File: src/rtl/tcdm_varlat_pkg.sv
// tcdm_varlat_pkg: shared response type, credit sizing and parameter limits for the TCDM bank adapter
package tcdm_varlat_pkg;
  localparam int unsigned MinMemLatency = 1;
  localparam int unsigned MinRespFifoDepth = 1;
  localparam int unsigned DefDataWidth = 32;
  typedef struct packed {
    logic [DefDataWidth-1:0] rdata;
  } resp_t;
  function automatic int unsigned credit_width(input int unsigned depth);
    return $clog2(depth + 1);
  endfunction
endpackage

File: src/rtl/tcdm_varlat_resp_fifo.sv
// tcdm_varlat_resp_fifo: registered response FIFO with wrap-around pointers for any depth
module tcdm_varlat_resp_fifo #(
  parameter int unsigned Depth = 3,
  parameter int unsigned Width = 32
) (
  input  logic                       clk_i,
  input  logic                       rst_ni,
  input  logic                       push_i,
  input  logic                       pop_i,
  input  logic [Width-1:0]           data_i,
  output logic [Width-1:0]           data_o,
  output logic                       full_o,
  output logic                       empty_o,
  output logic [$clog2(Depth+1)-1:0] usage_o
);
  localparam int unsigned PW = Depth > 1 ? $clog2(Depth) : 1;
  localparam int unsigned UW = $clog2(Depth + 1);
  logic [Width-1:0] mem_q [Depth];
  logic [PW-1:0] wptr_q, rptr_q;
  logic [UW-1:0] cnt_q;
  logic do_push, do_pop;
  function automatic logic [PW-1:0] nxt(input logic [PW-1:0] p);
    return p == PW'(Depth - 1) ? '0 : p + PW'(1);
  endfunction
  assign full_o = cnt_q == UW'(Depth);
  assign empty_o = cnt_q == '0;
  assign usage_o = cnt_q;
  assign do_push = push_i & ~full_o;
  assign do_pop = pop_i & ~empty_o;
  assign data_o = empty_o ? '0 : mem_q[rptr_q];
  always_ff @(posedge clk_i) begin
    if (!rst_ni) begin
      wptr_q <= '0;
      rptr_q <= '0;
      cnt_q <= '0;
    end else begin
      wptr_q <= do_push ? nxt(wptr_q) : wptr_q;
      rptr_q <= do_pop ? nxt(rptr_q) : rptr_q;
      cnt_q <= cnt_q + UW'(do_push) - UW'(do_pop);
    end
  end
  always_ff @(posedge clk_i) begin
    if (do_push) mem_q[wptr_q] <= data_i;
  end
endmodule

File: src/rtl/tcdm_varlat_bank_adapter.sv
// tcdm_varlat_bank_adapter: credit-bounded TCDM target responder driving a fixed-latency SRAM bank
// TCDM_VARLAT_WRITE_RESP_EN: when defined, writes also return a (zero-data) response and use a credit
module tcdm_varlat_bank_adapter
  import tcdm_varlat_pkg::*;
#(
  parameter int unsigned AddrWidth = 10,
  parameter int unsigned DataWidth = 32,
  parameter int unsigned BeWidth = DataWidth / 8,
  parameter int unsigned MemLatency = 1,
  parameter int unsigned RespFifoDepth = 3
) (
  input  logic                 clk_i,
  input  logic                 rst_ni,
  input  logic                 req_i,
  output logic                 gnt_o,
  input  logic [AddrWidth-1:0] add_i,
  input  logic                 we_i,
  input  logic [BeWidth-1:0]   be_i,
  input  logic [DataWidth-1:0] wdata_i,
  output logic                 vld_o,
  output logic [DataWidth-1:0] rdata_o,
  input  logic                 rsp_ready_i,
  output logic                 mem_req_o,
  input  logic                 mem_gnt_i,
  output logic                 mem_we_o,
  output logic [AddrWidth-1:0] mem_add_o,
  output logic [BeWidth-1:0]   mem_be_o,
  output logic [DataWidth-1:0] mem_wdata_o,
  input  logic [DataWidth-1:0] mem_rdata_i
);
  localparam int unsigned CW = credit_width(RespFifoDepth);
  if (MemLatency < MinMemLatency) begin : g_bad_latency
    $error("MemLatency must be >= 1");
  end
  if (RespFifoDepth < MinRespFifoDepth) begin : g_bad_depth
    $error("RespFifoDepth must be >= 1");
  end
  logic responding, inc, pop, push, fifo_full, fifo_empty;
  logic [CW-1:0] credit_q, fifo_usage;
  logic [MemLatency-1:0] vld_q, wr_q;
  logic [DataWidth-1:0] push_data;
`ifdef TCDM_VARLAT_WRITE_RESP_EN
  assign responding = 1'b1;
`else
  assign responding = ~we_i;
`endif
  // Non-responding writes bypass the credit limit since they never occupy the FIFO
  assign gnt_o = rst_ni & req_i & mem_gnt_i & ((credit_q < CW'(RespFifoDepth)) | ~responding);
  assign mem_req_o = gnt_o;
  assign mem_we_o = we_i;
  assign mem_add_o = add_i;
  assign mem_be_o = be_i;
  assign mem_wdata_o = wdata_i;
  assign inc = gnt_o & responding;
  assign pop = vld_o & rsp_ready_i;
  assign push = vld_q[MemLatency-1];
  assign push_data = wr_q[MemLatency-1] ? '0 : mem_rdata_i;
  assign vld_o = ~fifo_empty;
  always_ff @(posedge clk_i) begin
    if (!rst_ni) begin
      vld_q <= '0;
      wr_q <= '0;
      credit_q <= '0;
    end else begin
      vld_q <= (vld_q << 1) | MemLatency'(inc);
      wr_q <= (wr_q << 1) | MemLatency'(we_i);
      credit_q <= inc & ~pop ? credit_q + CW'(1) : (pop & ~inc ? credit_q - CW'(1) : credit_q);
    end
  end
  tcdm_varlat_resp_fifo #(
    .Depth(RespFifoDepth),
    .Width(DataWidth)
  ) i_fifo (
    .clk_i  (clk_i),
    .rst_ni (rst_ni),
    .push_i (push),
    .pop_i  (pop),
    .data_i (push_data),
    .data_o (rdata_o),
    .full_o (fifo_full),
    .empty_o(fifo_empty),
    .usage_o(fifo_usage)
  );
  assert property (@(posedge clk_i) disable iff (!rst_ni) !(push && fifo_full))
    else $error("response FIFO push while full");
  assert property (@(posedge clk_i) disable iff (!rst_ni) credit_q >= fifo_usage)
    else $error("credit below FIFO occupancy");
endmodule
File: config.mk
export PLATFORM = sky130hd
export DESIGN_NAME = tcdm_varlat_bank_adapter
export DESIGN_NICKNAME = d
export VERILOG_FILES = /design/src/rtl/tcdm_varlat_pkg.sv /design/src/rtl/tcdm_varlat_resp_fifo.sv /design/src/rtl/tcdm_varlat_bank_adapter.sv
export SDC_FILE = /design/constraint.sdc
export NUM_CORES = 1
export LEC_CHECK = 0
export CAP_MARGIN = 20
export CORE_UTILIZATION = 42
export CTS_CLUSTER_SIZE = 16
export DETAILED_ROUTE_END_ITERATION = 6
export PLACE_DENSITY = 0.88
export SLEW_MARGIN = 0
export SYNTH_ARGS = -nofsm -noshare
export SYNTH_HDL_FRONTEND = slang
export SYNTH_SLANG_ARGS = --single-unit
File: constraint.sdc
create_clock -name clk_i -period 3.35 [get_ports clk_i]
set_input_delay 0.335 -clock clk_i [delete_from_list [all_inputs] [get_ports clk_i]]
set_output_delay 0.335 -clock clk_i [all_outputs]
set_load 0.02 [all_outputs]
==> flow_metrics.py, run 1 <==
metrics = {
    "yosys": {
        "syn-num-nets": 426,
        "post_synth_inst_count": 339,
        "flop_and_latch_count_out_of_synthesis": 108,
        "ys_warn_count": 0,
        "synth.lib_cells_used.distinct": 30,
        "synth_largest_area_cell": "edfxtp_1",
        "synthesis.area_per_instance_sq_um": 14.8,
        "seq_area_frac_synth_pct": 62.4,
        "post_synth_main_area_contributors": "edfxtp_1 58%, mux2_4 9.0%, buf_4 7.7%",
        "syn-cell-area_sq_mm": 0.00500,
        "synth_top_area_share_pct": 57.6,
    },
    "pwr": {
        "vdd_ir_drop_max_uv": 345,
        "total_leakage_power_uw": 0.00200,
        "power.density_mw_per_mm2": 690,
    },
    "clock_tree": {
        "clk_pin_slew_ns": 0.09,
        "clock_tree_from_tritoncts": "done",
        "cts.hold.buffers_added": 0,
        "cts_setup_buffers": 0,
        "clock_tree.htree_level_count": 3,
        "cts_made_buffers": 9,
        "clock_insertion_delay_worst_skew_ns": 0.35,
        "post_cts.resized_instances": 0,
        "numClockSinks": 108,
        "buffer_depth_of_the_longest_clock_path": 2,
        "cts-root-buf": "clkbuf_16",
    },
    "floorplanning": {
        "start_util_pct": 43.4,
        "chipWidth_um": 111,
        "design.die.area_sq_mm": 0.0123,
        "area_of_the_core_region_sq_mm": 0.0115,
        "fp.dieH_um": 111,
        "ioPinCount": 166,
        "placement_rows": 39,
    },
    "setup_path": {
        "path_cells": "buf_12 > mux2_2 > mux2i_1 > nor2_1 > clkdlybuf4s50_1",
        "critPathKind": "flip-flop to output pin",
        "worstSetupEndpointType": "output pin",
        "slowest_delay_ns": 0.66,
        "worst-endpoint-arrival_ns": 2.47,
        "cp_slowest_cell": "dfxtp_2",
        "setup.worst_path.start_class": "flip-flop",
        "crit_fanout": 18,
        "worstPathRequired_ns": 3.01,
    },
    "global_route": {
        "wire_length_of_the_first_global_routing_pass_mm": 13.6,
        "number_of_antenna_violations_at_the_first_check_in_global_routing": 0,
        "grt_pass1_vias": 2757,
        "grt_max_degree": 34,
        "grtUsageTotal_pct": 14.4,
        "grt.overflow.total": 0,
    },
    "sta": {
        "worst_slew_margin_rel_pct": 47.9,
        "worst_pin_slew_ns": 0.780,
        "rsz0062_at_grt": "no",
        "fin_worst_hold_slack_ns": 0.502,
        "timing.final.max_slew_violations": 0,
        "postLayoutSetupSlackWorst_ns": 0.547,
        "final.setup_skew_ns": 0.0148,
        "min_period_over_period_pct": 83.7,
        "post_route_setup_tns_ns": 0,
        "timing.final.setup_violations": 0,
        "fmaxAchievable_mhz": 357,
        "final_hold_viol_count": 0,
        "period_minus_slack_ns": 2.80,
    },
    "cells_and_area": {
        "final_cell_mix": "96 x edfxtp_1, 73 x clkdlybuf4s50_1, 32 x mux2i_1, 32 x nor2_1, 32 x nor2b_1",
        "drive_gt1_share_pct": 17.4,
        "final_core_util_pct": 50.8,
        "layout.cells.most_common": "edfxtp_1",
        "instances_no_fill": 517,
        "final_net_count": 456,
        "areaGrowthSynthToFinish_pct": 17.0,
        "antenna_cells": 0,
    },
    "detailed_routing": {
        "drt_pass1_iterations": 6,
        "via_count": 2576,
        "initialDrtViolationCount": 102,
        "avgRoutedWirePerCell_um": 16.6,
        "drt_drc_violations_left": 36,
        "drt-total-wl_mm": 8.59,
        "final_antenna_net_count": 0,
        "avgViaCountPerCell": 4.98,
    },
    "place": {
        "portBuffers": 73,
        "pre_cts_ws_ns": 0.815,
        "dpl_cells": 501,
        "gp_congestion": 0.701,
        "hpwl_mm": 5.76,
    },
    "outcome": {
        "violations": "DRC",
        "outcome": "finished, violations left",
    },
    "run": {
        "drv_cap": 0,
    },
    "min_path": {
        "worst_min_delay_path_class": "flip-flop to flip-flop",
    },
}
[worst paths after layout]
path               startpoint  slack [ns]  cells after the start          end
max                 flip-flop        0.55                      5  rdata_o[31]
min          i_fifo.rptr_q[0]        0.50                      2    flip-flop
max reg2reg       credit_q[0]        1.61                      5  credit_q[1]
min reg2reg  i_fifo.rptr_q[0]        0.50                      2    flip-flop
[critical path: cells and delay by family, from the launching register on]
kind	cells	cell delay [ns]
buffers and inverters	2	0.85
flip-flops	1	0.66
multiplexers	2	0.51
AND/OR/NAND/NOR	1	0.07
[layout make-up]
class                      count  area, sq um
fill                         978         5670
sequential                   108         3130
multi-input combinational    162         1400
timing repair buffer          82          811
clock buffer                   9          225
tap                          143          179
clock inverter                 7         88.8
inverter                       6         22.5
[synth_stat cells]
| library cell | number |
|---|---|
| and2_1 | 9 |
| o21ai_0 | 1 |
| dfxtp_1 | 12 |
| nor3_1 | 1 |
| a21boi_0 | 1 |
| a21boi_1 | 1 |
| nor3b_1 | 2 |
| or3_1 | 2 |
| xor2_1 | 1 |
| buf_6 | 1 |
| nor2b_1 | 32 |
| buf_2 | 3 |
| o21ai_2 | 1 |
| xnor2_1 | 3 |
| nand3_1 | 1 |
| a21bo_2 | 1 |
| nand2_1 | 1 |
| mux2i_1 | 32 |
| nor3b_2 | 1 |
| buf_12 | 3 |
| buf_4 | 51 |
| inv_1 | 6 |
| clkbuf_1 | 5 |
| mux2_4 | 30 |
| edfxtp_1 | 96 |
| a31oi_1 | 1 |
| mux2_2 | 2 |
| nor2_1 | 33 |
| o21a_1 | 3 |
| ha_1 | 3 |
[metal layers]
metal | global-route usage, % | routed length [um] | vias up
li1 | - | - | 1204
met1 | 15.6 | 3460 | 1242
met2 | 26.1 | 4460 | 109
met3 | 4.21 | 524 | 21
met4 | 6.13 | 145 | 0
met5 | 0 | 0 | -
[sequential cells by signal, summed over array words and instances (netlist names), named ones only]
signal and count:
i_fifo.wptr_q 2, i_fifo.rptr_q 2, wr_q 1, push 1, credit_q 2, i_fifo.usage_o 2
i_fifo.mem_q 96
[power breakdown]
part	switching, uW	internal, uW
Sequential	83.2	1520
Combinational	683	695
Clock	520	539
Total	1290	2750
[metrics by stage]
| stage | instance area, sq um | total power, uW |
|---|---|---|
| final | 5850 | 4040 |
| after global routing | 5850 | 4230 |
| after CTS | 5850 | 4090 |
| after detailed placement | 5540 | 3030 |
| after global placement | 5540 | 3000 |
| after floorplan | 5010 | 2590 |
[cells by family (layout without fill, tap and decap cells)]
group,after synthesis,after routing,synth area share (%)
DFF,108,108,62.4
buffers and inverters,69,104,10.2
xor gates and xnor gates,4,4,0.701
adders and majority gates,3,3,0.751
and+or+nand+nor,82,82,8.68
AOI/OAI and AO/OA,9,9,1.35
muxes,64,64,15.9
No activity file was read; power rests on OpenSTA's default activity.
==> run 2: changes to the inputs <==
Settings changed: CORE_UTILIZATION 42 to 45, PLACE_DENSITY 0.88 to 0.9.
Clock period 3.35 ns to 2.8 ns, I/O delays scaled along.
==> run 2 against run 1 <==
Against the previous run:
- the run now ends clean
- die area down 6.5%
- largest cell class unchanged
- setup slack worse by 0.31 ns
- clock-buffer cell count up 1
==> flow_metrics.py, run 2 (synthesis results as in run 1) <==
metrics = {
    "outcome": {
        "outcome": "complete, no violations",
    },
    "sta": {
        "final.setup_skew_ns": 0.0113,
        "rsz0062_at_grt": "no",
        "postLayoutSetupSlackWorst_ns": 0.239,
        "timing.final.max_slew_violations": 0,
        "timing.final.setup_violations": 0,
        "min_period_over_period_pct": 91.5,
        "fmaxAchievable_mhz": 390,
        "post_route_setup_tns_ns": 0,
        "worst_slew_margin_rel_pct": 67.9,
        "worst_pin_slew_ns": 0.481,
        "final_hold_viol_count": 0,
        "period_minus_slack_ns": 2.56,
    },
    "global_route": {
        "grt_pass1_vias": 2764,
        "grtUsageTotal_pct": 16.3,
        "number_of_antenna_violations_at_the_first_check_in_global_routing": 0,
        "wire_length_of_the_first_global_routing_pass_mm": 13.9,
        "grt_max_degree": 22,
        "grt.overflow.total": 0,
    },
    "detailed_routing": {
        "avgViaCountPerCell": 5.00,
        "via_count": 2583,
        "final_antenna_net_count": 0,
        "drt_drc_violations_left": 0,
        "avgRoutedWirePerCell_um": 17.1,
        "drt-total-wl_mm": 8.85,
        "initialDrtViolationCount": 99,
        "drt_pass1_iterations": 4,
    },
    "setup_path": {
        "slowest_delay_ns": 0.54,
        "path_cells": "buf_4 > mux2_4 > mux2i_1 > nor2_1 > clkdlybuf4s50_1",
        "timing.reg2reg.setup_slack_ns": 1.12,
        "worst-endpoint-arrival_ns": 2.28,
        "rr_startpoint": "credit_q[0]",
        "cp_slowest_cell": "dfxtp_2",
        "worstSetupEndpointType": "output pin",
        "crit_fanout": 10,
        "critPathKind": "flip-flop to output pin",
        "worstRegToRegCells": 5,
        "rr_endpoint": "credit_q[1]",
        "worstPathRequired_ns": 2.52,
        "setup.worst_path.start_class": "flip-flop",
    },
    "clock_tree": {
        "clk_pin_slew_ns": 0.10,
        "cts_made_buffers": 9,
        "clock_tree.htree_level_count": 3,
        "post_cts.resized_instances": 0,
        "clock_insertion_delay_worst_skew_ns": 0.36,
        "cts.hold.buffers_added": 0,
        "cts_setup_buffers": 0,
        "buffer_depth_of_the_longest_clock_path": 2,
        "numClockSinks": 108,
        "clock_tree_from_tritoncts": "done",
        "cts-root-buf": "clkbuf_8",
    },
    "pwr": {
        "vdd_ir_drop_max_uv": 387,
        "total_leakage_power_uw": 0.00194,
        "power.density_mw_per_mm2": 773,
        "total_power_uw": 4430,
    },
    "floorplanning": {
        "chipWidth_um": 107,
        "start_util_pct": 46.1,
        "placement_rows": 38,
        "fp.dieH_um": 107,
        "ioPinCount": 166,
        "area_of_the_core_region_sq_mm": 0.0108,
        "design.die.area_sq_mm": 0.0115,
    },
    "cells_and_area": {
        "areaGrowthSynthToFinish_pct": 14.5,
        "antenna_cells": 0,
        "largest_register_ffs": 96,
        "multi_input_area_sq_mm": 0.00140,
        "largest-register": "i_fifo.mem_q",
        "final_net_count": 459,
        "final-seq-area_sq_mm": 0.00313,
        "fill_cells": 901,
        "drive_gt1_share_pct": 17.8,
        "layout.cells.most_common": "edfxtp_1",
        "final_cell_mix": "96 x edfxtp_1, 73 x clkdlybuf4s50_1, 32 x mux2i_1, 32 x nor2_1, 32 x nor2b_1",
    },
    "min_path": {
        "whs_path_depth": 2,
        "hold_path.startpoint": "i_fifo.rptr_q[0]",
        "worst_min_delay_path_class": "flip-flop to flip-flop",
    },
    "place": {
        "portBuffers": 73,
        "gp_congestion": 0.708,
        "hpwl_mm": 6.08,
        "pre_cts_ws_ns": 0.446,
    },
    "run": {
        "drv_cap": 0,
    },
}
-- run 2: cell count changes in the layout (fill, tap and decap cells not counted), sizes merged --
cell,previous run,this run
buf,9,12
clkinv,3,4
inv,10,7
clkbuf,9,10
clkinvlp,0,1
-- run 2: worst max-delay path, delay by kind of cell (launching register included) --
kind / cells / cell delay, ns
buf+inv: 2 / 0.83
mux: 2 / 0.47
simple gates: 1 / 0.06
flops: 1 / 0.54
-- run 2: report_power, final --
group	internal [uW]	total, uW	switching [uW]	leakage [uW]
Combinational	853	1710	856	0.000882
Sequential	1810	1890	79.3	0.000972
Clock	324	828	504	0.0000864
-- run 2: layout make-up --
class | instances | area share [%]
Multi-Input combinational cell | 162 | 24.5
Clock buffer | 10 | 2.23
Tap cell | 140 | 3.06
Timing Repair Buffer | 85 | 14.5
Sequential cell | 108 | 54.6
Clock inverter | 6 | 0.699
Inverter | 6 | 0.393
-- run 2: worst max path at each step --
| stage | from | end | slack, ns | cells past startpoint |
|---|---|---|---|---|
| 2_1_floorplan | i_fifo.usage_o[0] | i_fifo.mem_q[1][0] | 0.47 | 2 |
| 3_3_place_gp | rst_ni | credit_q[1] | 0.54 | 7 |
| 3_5_place_dp | rst_ni | credit_q[1] | 0.45 | 7 |
| 4_1_cts | flip-flop | rdata_o[29] | 0.20 | 5 |
| 5_1_grt | flip-flop | rdata_o[11] | 0.11 | 5 |
| 6_report | flip-flop | rdata_o[29] | 0.24 | 5 |
-- run 2: layer usage --
metal	track usage, %	part of all wire [%]	wire length (um)
met1	18.1	38	3320
met2	29.4	54	4780
met3	4.60	6.3	553
met4	6.36	2.1	185
met5	0	0	0
-- run 2: stage by stage --
step / instances / area (sq um) / util [%] / hold slack [ns]
2_1_floorplan: 339 / 5010 / - / 0.407
3_3_place_gp: 501 / 5560 / 51.3 / 0.472
3_5_place_dp: 501 / 5560 / 51.3 / 0.516
4_1_cts: 517 / 5730 / 52.8 / 0.532
5_1_grt: 517 / 5730 / 52.8 / 0.532
6_report: 517 / 5730 / 52.8 / 0.536
